**src/rtl/seg_display_arbiter_pkg.sv**
```systemverilog
// Shared constants and owner encoding for the 8-digit display arbiter.
package seg_display_arbiter_pkg;

  localparam int         DIGITS = 8;
  localparam logic [7:0] EMP    = 8'h00;

  // Encodings 0..2 equal the source index so they double as req bit positions.
  typedef enum logic [1:0] {
    OWN_MENU = 2'd0,
    OWN_PLAY = 2'd1,
    OWN_MSG  = 2'd2,
    OWN_NONE = 2'd3
  } owner_t;

  function automatic logic [2:0] owner_onehot(input owner_t o);
    logic [2:0] g;
    g = 3'b000;
    case (o)
      OWN_MENU: g = 3'b001;
      OWN_PLAY: g = 3'b010;
      OWN_MSG:  g = 3'b100;
      default:  g = 3'b000;
    endcase
    return g;
  endfunction

endpackage

```
**src/rtl/seg_display_arbiter_scan_timer.sv**
```systemverilog
// Digit-step divider and scan index; frame_end marks the last step of digit 7.
module seg_scan_timer #(
  parameter int SCAN_DIV = 200000
) (
  input  logic       clk,
  input  logic       rst,
  output logic [2:0] scan_idx,
  output logic       frame_end
);

  localparam int               DIV_W    = (SCAN_DIV > 1) ? $clog2(SCAN_DIV) : 1;
  localparam logic [DIV_W-1:0] DIV_LAST = DIV_W'(SCAN_DIV - 1);

  logic [DIV_W-1:0] div_cnt;
  logic             tick;

  assign tick      = (div_cnt == DIV_LAST);
  assign frame_end = tick && (scan_idx == 3'd7);

  always_ff @(posedge clk) begin
    if (rst) begin
      div_cnt  <= '0;
      scan_idx <= 3'd0;
    end else if (tick) begin
      div_cnt  <= '0;
      scan_idx <= scan_idx + 3'd1;
    end else begin
      div_cnt  <= div_cnt + DIV_W'(1);
    end
  end

endmodule

```
**src/rtl/seg_display_arbiter.sv**
```systemverilog
// Arbitrates three frame sources onto the scanned 7-seg display, switching owners only at frame ends.
// Optional SEG_SWITCH_BLANK_EN: one blank frame is shown after every owner change.
module seg_display_arbiter
  import seg_display_arbiter_pkg::*;
#(
  parameter int SCAN_DIV        = 200000,
  parameter int MIN_HOLD_FRAMES = 4,
  parameter int MSG_FRAMES      = 250
) (
  input  logic        clk,
  input  logic        rst,
  input  logic [2:0]  req,
  input  logic [63:0] frame0,
  input  logic [63:0] frame1,
  input  logic [63:0] frame2,
  output logic [2:0]  grant,
  output logic        msg_done,
  output logic [7:0]  seg_en,
  output logic [7:0]  tube1,
  output logic [7:0]  tube2
);

  localparam int              HOLD_W   = $clog2(MIN_HOLD_FRAMES + 1);
  localparam int              MSG_W    = $clog2(MSG_FRAMES + 1);
  localparam logic [HOLD_W-1:0] HOLD_MAX = HOLD_W'(MIN_HOLD_FRAMES);
  localparam logic [MSG_W-1:0]  MSG_LAST = MSG_W'(MSG_FRAMES - 1);
  localparam logic [63:0]     BLANK_FRAME = {DIGITS{EMP}};

  logic [2:0]  scan_idx;
  logic        frame_end;

  owner_t            owner, owner_nxt, winner;
  logic [HOLD_W-1:0] hold_cnt, hold_nxt;
  logic [MSG_W-1:0]  msg_cnt, msg_nxt;
  logic              lockout, lockout_nxt;
  logic              owner_req, msg_timeout, excl_msg, do_switch, owner_chg;
  logic [63:0]       shadow, shadow_nxt, frame_sel;
  logic [7:0]        digit_p0;

  seg_scan_timer #(
    .SCAN_DIV (SCAN_DIV)
  ) u_scan_timer (
    .clk       (clk),
    .rst       (rst),
    .scan_idx  (scan_idx),
    .frame_end (frame_end)
  );

  always_comb begin
    owner_req = 1'b0;
    case (owner)
      OWN_MENU: owner_req = req[0];
      OWN_PLAY: owner_req = req[1];
      OWN_MSG:  owner_req = req[2];
      default:  owner_req = 1'b0;
    endcase

    // A message that runs to its limit must hand over in the same frame_end.
    msg_timeout = (owner == OWN_MSG) && req[2] && (msg_cnt == MSG_LAST);
    excl_msg    = lockout || msg_timeout;

    winner = OWN_NONE;
    if (req[2] && !excl_msg) winner = OWN_MSG;
    else if (req[1])         winner = OWN_PLAY;
    else if (req[0])         winner = OWN_MENU;

    do_switch = (owner == OWN_NONE) || !owner_req || (winner == OWN_MSG) || msg_timeout ||
                ((winner != OWN_NONE) && (winner > owner) && (hold_cnt >= HOLD_MAX));

    owner_nxt = owner;
    if (frame_end && do_switch) owner_nxt = winner;
    owner_chg = (owner_nxt != owner);

    hold_nxt = hold_cnt;
    msg_nxt  = msg_cnt;
    if (frame_end) begin
      if (owner_chg) begin
        hold_nxt = '0;
        msg_nxt  = '0;
      end else begin
        if (hold_cnt < HOLD_MAX) hold_nxt = hold_cnt + HOLD_W'(1);
        if (owner == OWN_MSG)    msg_nxt  = msg_cnt + MSG_W'(1);
      end
    end

    lockout_nxt = lockout;
    if (frame_end && msg_timeout) lockout_nxt = 1'b1;
    else if (!req[2])             lockout_nxt = 1'b0;

    frame_sel = BLANK_FRAME;
    case (owner_nxt)
      OWN_MENU: frame_sel = frame0;
      OWN_PLAY: frame_sel = frame1;
      OWN_MSG:  frame_sel = frame2;
      default:  frame_sel = BLANK_FRAME;
    endcase

    shadow_nxt = shadow;
    if (frame_end) begin
`ifdef SEG_SWITCH_BLANK_EN
      shadow_nxt = owner_chg ? BLANK_FRAME : frame_sel;
`else
      shadow_nxt = frame_sel;
`endif
    end

    digit_p0 = shadow[{scan_idx, 3'b000} +: 8];
  end

  always_ff @(posedge clk) begin
    if (rst) begin
      owner    <= OWN_NONE;
      hold_cnt <= '0;
      msg_cnt  <= '0;
      lockout  <= 1'b0;
      shadow   <= BLANK_FRAME;
    end else begin
      owner    <= owner_nxt;
      hold_cnt <= hold_nxt;
      msg_cnt  <= msg_nxt;
      lockout  <= lockout_nxt;
      shadow   <= shadow_nxt;
    end
  end

  // Output stage: registered pins, one cycle behind scan_idx/shadow.
  always_ff @(posedge clk) begin
    if (rst) begin
      grant    <= 3'b000;
      msg_done <= 1'b0;
      seg_en   <= 8'h01;
      tube1    <= EMP;
      tube2    <= EMP;
    end else begin
      grant    <= owner_onehot(owner_nxt);
      msg_done <= frame_end && msg_timeout;
      seg_en   <= 8'h01 << scan_idx;
      tube1    <= scan_idx[2] ? EMP : digit_p0;
      tube2    <= scan_idx[2] ? digit_p0 : EMP;
    end
  end

endmodule
```
**config.mk**
```make
export PLATFORM = sky130hd
export DESIGN_NAME = seg_display_arbiter
export DESIGN_NICKNAME = d
export VERILOG_FILES = /design/src/rtl/seg_display_arbiter_pkg.sv /design/src/rtl/seg_display_arbiter_scan_timer.sv /design/src/rtl/seg_display_arbiter.sv
export SDC_FILE = /design/constraint.sdc
export NUM_CORES = 1
export LEC_CHECK = 0
export ABC_CLOCK_PERIOD_IN_PS = 9000
export CORE_MARGIN = 1
export CORE_UTILIZATION = 49
export CTS_BUF_LIST = sky130_fd_sc_hd__clkbuf_8
export DETAILED_ROUTE_END_ITERATION = 7
export GPL_ROUTABILITY_DRIVEN = 0
export PLACE_DENSITY = 0.94
export RECOVER_POWER = 100
export SYNTH_ARGS = -nofsm -noshare
export SYNTH_HDL_FRONTEND = slang
export SYNTH_SLANG_ARGS = --single-unit
```
**constraint.sdc**
```tcl
create_clock -name clk -period 9 [get_ports clk]
set_input_delay 1.8 -clock clk [delete_from_list [all_inputs] [get_ports clk]]
set_output_delay 1.8 -clock clk [all_outputs]
set_load 0.05 [all_outputs]
```
==> results.md, run 1 <==
* Fillers at 761
* CTS clk-pin slew, worst paths at 0.07 ns
* Die ar. at 12200 sq um
* CTS max path bufs at 2
* Layout area overhead at 47.4%
* Initial core utilization at 50.3%
* First-pass GRT wire length at 26100 um
* PD cells at 143 nW/um^2
* Cell Area, Synth at 5750 sq um
* DRT Pass-1 Iters at 5
* Sink Count at 127
* Clock latency on the worst-skew pair at 0.44 ns
* Critical Path AT at 6.86 ns
* Root Buffer: clkbuf_8
* WP data required at 9.29 ns
* Syn_nets at 774
* Final setup viols at 0
* CP Class: in2reg
* Max-cap violations at 1
* Final setup TNS at 0 ns
* Final ANT Viol Nets at 0
* Async S/R FF share, synth at 0%
* Share of layout cells above drive strength 1 at 7.21%
* Multi-input gate area at 3000 sq um
* Fin Clk Skew at 0.0105 ns
* Pleak at 3.04 nW
* Minimum clock period at 6.57 ns
* RSZ-0062 raised after global routing: no
* Max FO, Critical Path at 67
* Post-synthesis sequential area ratio at 44.2%
* Synth cell types at 42
* # port buffers at 224
* Relative slew margins at -43.8%
* Storage cell area at 2540 sq um
* Fmax at 0.152 GHz
* Max-slew violations at 68
* Cells after Synth at 566
* Yosys reg bits at 127
* Hold WC Path Type: reg2reg
* Vias/cell at 5.63
* Final WL at 16800 um
* Period utilization at 73.0%
* Via Count at 5254
* Hpwl dp at 12300 um
* Num ports at 225
* TritonCTS clock tree: built
* Total GRT Usage at 28.9%
* Number of remaining DRC errors at 0
* Height of the die at 110 um
* Layout Nets at 986
* Vias in the first global route at 5301
* Pwr Total at 1.21 mW
* Syn. warnings at 0
* CTS Buf Count at 17
* Post-synth EDFFs at 0
* Initial antenna violation count at 0
* Largest net degree at the start of global routing at 68
* CP Launch Type: input port
* First-iteration detailed-routing DRC count at 306
* Failing checks: max-capacitance violations, max-slew violations
* Cts repair resizes at 0
* Std cell rows at 39
* Gr ovfl total at 0
* Status: complete, but fails checks
* Commonest non-fill, non-tap cell in the layout: clkdlybuf4s50_1
* H-Tree Depth at 4
* Syn_area_per_cell at 10.2 sq um
* Crit path capture type: flip-flop
* Hold_buf cts at 0
* Worst vdd ir at 95.7 uV
* Most frequent cells in the layout: 194 x clkdlybuf4s50_1, 127 x dfxtp_1, 69 x o21ai_0, 66 x mux2i_1, 64 x a22oi_1
* Slew @ Worst Pin at 2.16 ns
* Die X at 110 um
* Postcts setup bufs at 0
* Primary FF master, synth: dfxtp_1
* Core ar. at 11400 sq um
* Fin. Hold Viols at 0
* Antenna Cells at 0
* Wire per inst at 18.0 um
cell families after synthesis:
| family | count (synthesis) | synth area share (%) |
|---|---|---|
| xor+xnor | 26 | 3.96 |
| compound gates | 149 | 16.3 |
| flops | 127 | 44.2 |
| simple gates | 124 | 11.3 |
| buf+inv | 46 | 3.77 |
| mux | 83 | 18.0 |
| fa+ha+maj | 11 | 2.39 |
worst max-delay path: stages:
cell           delay [ns]
dlygate4sd3_1        0.56
nand3b_1             0.16
o31ai_1              0.45
o21ai_0              0.36
ha_1                 0.39
nor2b_1              0.14
o211ai_1             0.19
nand4_1              0.20
nand2_1              0.24
mux2i_4              0.25
clkbuf_2             1.54
mux2i_1              0.35
o21ai_0              0.14
worst paths after layout:
| kind | start | end | slack (ns) | cells past startpoint |
|---|---|---|---|---|
| min reg2reg | lockout$_SDFFE_PP0P_ | lockout$_SDFFE_PP0P_ | 0.46 | 2 |
| max | req[2] | shadow[28]$_SDFFE_PP0P_ | 2.43 | 13 |
| min | lockout$_SDFFE_PP0P_ | lockout$_SDFFE_PP0P_ | 0.46 | 2 |
| max reg2reg | msg_cnt[0]$_SDFFE_PP0P_ | shadow[28]$_SDFFE_PP0P_ | 3.80 | 13 |
sequential cells by signal, indices dropped and copies added (netlist names), 3 cells and up:
name	flops
u_scan_timer.div_cnt	18
tube2	8
u_scan_timer.scan_idx	3
seg_en	8
grant	3
msg_cnt	8
shadow	64
hold_cnt	3
tube1	8
Yosys cell counts, drive strengths merged, types with 2 or more instances:
| master | number | area [sq um] |
|---|---|---|
| nand3 | 13 | 65.1 |
| nor3 | 3 | 26.3 |
| a22oi | 64 | 480 |
| buf | 19 | 115 |
| and2 | 23 | 144 |
| mux4 | 16 | 360 |
| a21oi | 8 | 40.0 |
| mux2i | 67 | 674 |
| nor2b | 3 | 18.8 |
| nand3b | 2 | 15.0 |
| xnor2 | 13 | 114 |
| nor2 | 44 | 165 |
| or2 | 3 | 18.8 |
| nand2b | 2 | 12.5 |
| and3 | 7 | 43.8 |
| nor4b | 2 | 23.8 |
| o21ai | 70 | 350 |
| or3 | 2 | 12.5 |
| xor2 | 13 | 114 |
| ha | 11 | 138 |
| clkbuf | 17 | 63.8 |
| dfxtp | 127 | 2540 |
| nand2 | 14 | 55.1 |
| nand4 | 5 | 37.5 |
| inv | 10 | 37.5 |
area by class of cell:
class,instances,share of cell area [%]
clock buffers,19,3.09
clock inverters,13,2.01
inverters,10,0.443
multi-input cells,393,35.4
flip-flops and latches,127,30.0
well taps,143,2.11
repair buffers,229,26.9
per-layer routing:
layer  GRT usage, %  wire, um  vias up
met5              0         0        -
met4           17.5       847        0
met3           6.58       959       69
met2           50.3      8710      234
met1           32.0      6310     2464
li1               -         -     2487
stage by stage:
stage,setup slack [ns],hold WS [ns],utilization (%),cells,cell area [sq um]
after global routing,2.10,0.504,74.2,934,8470
after global placement,3.42,0.437,70.5,902,8050
final,2.43,0.463,74.2,934,8470
after CTS,3.53,0.466,74.3,934,8480
after detailed placement,3.08,0.455,70.5,902,8050
after floorplan,4.71,0.426,-,566,5750
report_power, final:
part	switching [mW]	internal, mW
clock network	0.221	0.312
registers	0.00115	0.563
logic	0.0313	0.0826
total	0.253	0.958
Note: power is estimated with default switching activity, not from simulation.
==> inputs of run 2 (changes only) <==
- ABC_CLOCK_PERIOD_IN_PS: 9000 -> 5890
- CORE_UTILIZATION: 49 -> 41
- PLACE_DENSITY: 0.94 -> 0.84
- clock period: 9 -> 5.89 ns (I/O delays scaled with it)
==> results.md, run 2 (synthesis gave the netlist of run 1 again) <==
* Status: finished, final reports clean
* PD cells at 212 nW/um^2 (+48%)
* Max-cap violations at 0 (-1)
* Via Count at 5255 (+0.019%)
* Std cell rows at 42 (+7.7%)
* Fmax at 0.195 GHz
* Fin. Hold Viols at 0 (unchanged)
* DRT Pass-1 Iters at 5 (unchanged)
* Hpwl dp at 12900 um (+4.6%)
* Max-slew violations at 0 (-100%)
* Clock latency on the worst-skew pair at 0.43 ns (about the same)
* Number of flip-flops in the largest register at 64 (unchanged)
* Cts repair resizes at 0 (unchanged)
* Psw at 384 uW (+52%)
* Die X at 120 um (+9.2%)
* CTS clk-pin slew, worst paths at 0.07 ns (about the same)
* Clock share of power at 42.6% (-1.4 points)
* Setup WS pre-CTS at 0.726 ns (-2.36 ns)
* Pleak at 3.05 nW (about the same)
* Register share of total power at 47.8% (+1.2 points)
* Sink Count at 127 (unchanged)
* Fin area at 8520 sq um (+0.58%)
* Vias/cell at 5.39 (-4.2%)
* # port buffers at 224 (unchanged)
* Cell mode on critical path: o21ai_0
* Antenna Cells at 0 (unchanged)
* Critical-path top delay cell: mux2i_4
* Period utilization at 86.8%
* Hold_buf cts at 0 (unchanged)
* Minimum clock period at 5.12 ns
* Layout area overhead at 48.2%
* Final setup TNS at 0 ns (unchanged)
* Die ar. at 14500 sq um (+19%)
* Core ar. at 13500 sq um (+18%)
* Crit path capture type: flip-flop
* CTS max path bufs at 2 (unchanged)
* CTS Buf Count at 17 (unchanged)
* TritonCTS clock tree: built
* Worst vdd ir at 160 uV (+67%)
* Number of remaining DRC errors at 0 (unchanged)
* Most frequent cells in the layout: 194 x clkdlybuf4s50_1, 127 x dfxtp_1, 66 x mux2i_1, 64 x a22oi_1, 57 x o21ai_0
* Initial core utilization at 42.7% (-7.6 points)
* Final setup viols at 0 (unchanged)
* Num ports at 225 (unchanged)
* Height of the die at 120 um (+9.2%)
* WP data required at 6.18 ns (-3.11 ns)
* Largest regs: shadow x64, u_scan_timer.div_cnt x18
* Internal Power at 1.42 mW (+48%)
* Final Util at 63.3% (-11 points)
* First-iteration detailed-routing DRC count at 398 (+30%)
* Layout Nets at 994 (+0.81%)
* Slew @ Worst Pin at 1.04 ns (-1.12 ns)
* Pwr Total at 1.80 mW (+49%)
* First-pass GRT wire length at 26200 um (+0.58%)
* Final ANT Viol Nets at 0 (unchanged)
* Wire per inst at 17.3 um (-4.2%)
* Share of layout cells above drive strength 1 at 7.26% (+0.053 points)
* Critical Path AT at 5.40 ns (-1.46 ns)
* RSZ-0062 raised after global routing: no
* Fin Clk Skew at 0.00986 ns (-0.000672 ns)
* Hold path cells at 2 (unchanged)
* Vias in the first global route at 5239 (-1.2%)
* Min setup slack post-route at 0.775 ns (-1.65 ns)
* Root Buffer: clkbuf_8
* Hold Worst Slack at 0.474 ns (+0.0112 ns)
* Largest net degree at the start of global routing at 65 (-4.4%)
* Postcts setup bufs at 0 (unchanged)
* Crit-path max cell delay at 0.72 ns (-0.82 ns)
* Commonest non-fill, non-tap cell in the layout: clkdlybuf4s50_1
* Hold WC Path Type: reg2reg
* Gr ovfl total at 0 (unchanged)
* CP Class: in2reg
* DP Area at 8150 sq um (+1.3%)
* Power share of the combinational group at 9.6% (+0.2 points)
* Crit-path cells: dlygate4sd3_1 > nand3b_1 > o31ai_1 > o21ai_0 > ha_1 > nor2b_1 > o211ai_1 > nand4_1 > nand2_1 > mux2i_4 > clkbuf_2 > mux2i_1 > o21ai_0
* Relative slew margins at 30.7% (+75 points)
* Initial antenna violation count at 0 (unchanged)
* Final WL at 16800 um (about the same)
* H-Tree Depth at 4 (unchanged)
* Max FO, Critical Path at 16 (-76%)
* Inst Count DP at 943 (+4.5%)
* Sw frac at 21.3% (+0.37 points)
* Total GRT Usage at 23.7% (-5.2 points)
* R2R depth at 12 (-1)
* Post-route insts no fill at 975 (+4.4%)
* CP Launch Type: input port
* Biggest register: shadow
==> run 2: path summary, 6_finish.rpt <==
path / start / end / slack [ns]
worst max register to register: owner[1]$_SDFF_PP1_ / shadow[0]$_SDFFE_PP0P_ / 1.52
worst min-delay path: lockout$_SDFFE_PP0P_ / lockout$_SDFFE_PP0P_ / 0.47
worst min register to register: lockout$_SDFFE_PP0P_ / lockout$_SDFFE_PP0P_ / 0.47
worst max-delay path: req[2] / shadow[0]$_SDFFE_PP0P_ / 0.77
==> run 2: critical path, delay by kind of cell <==
kind | cells | cell delay (ns)
buffers and inverters | 2 | 1.12
adders and majority gates | 1 | 0.38
and+or+nand+nor | 4 | 0.74
AOI/OAI and AO/OA | 4 | 0.98
muxes | 2 | 0.98
==> run 2: area by class of cell <==
type / count / area, sq um
Clock inverter: 13 / 146
Fill cell: 1090 / 4940
Multi-Input combinational cell: 393 / 3000
Clock buffer: 19 / 262
Timing Repair Buffer: 237 / 2310
Sequential cell: 127 / 2540
Inverter: 10 / 37.5
Tap cell: 176 / 220
==> run 2: power groups by stage <==
stage | sequential, mW | combinational [mW] | clock (mW)
global route | 0.861 | 0.185 | 0.821
global placement | 0.881 | 0.173 | 0
detailed placement | 0.881 | 0.175 | 0
CTS | 0.862 | 0.176 | 0.781
finish | 0.862 | 0.173 | 0.769
floorplan | 0.881 | 0.0313 | 0
==> run 2: metal layers <==
layer	vias up	wire (um)	part of all wire, %	GRT usage (%)
met2	198	8930	53	42.6
met4	0	476	2.8	9.95
met1	2521	6420	38	26.8
met5	-	0	0	0
li1	2506	-	-	-
met3	30	998	5.9	5.38
==> inputs of run 3 (changes only) <==
- CAP_MARGIN: unset -> 10
==> results of run 3 <==
Final layout, timing and power as in run 2 (identical DEF).
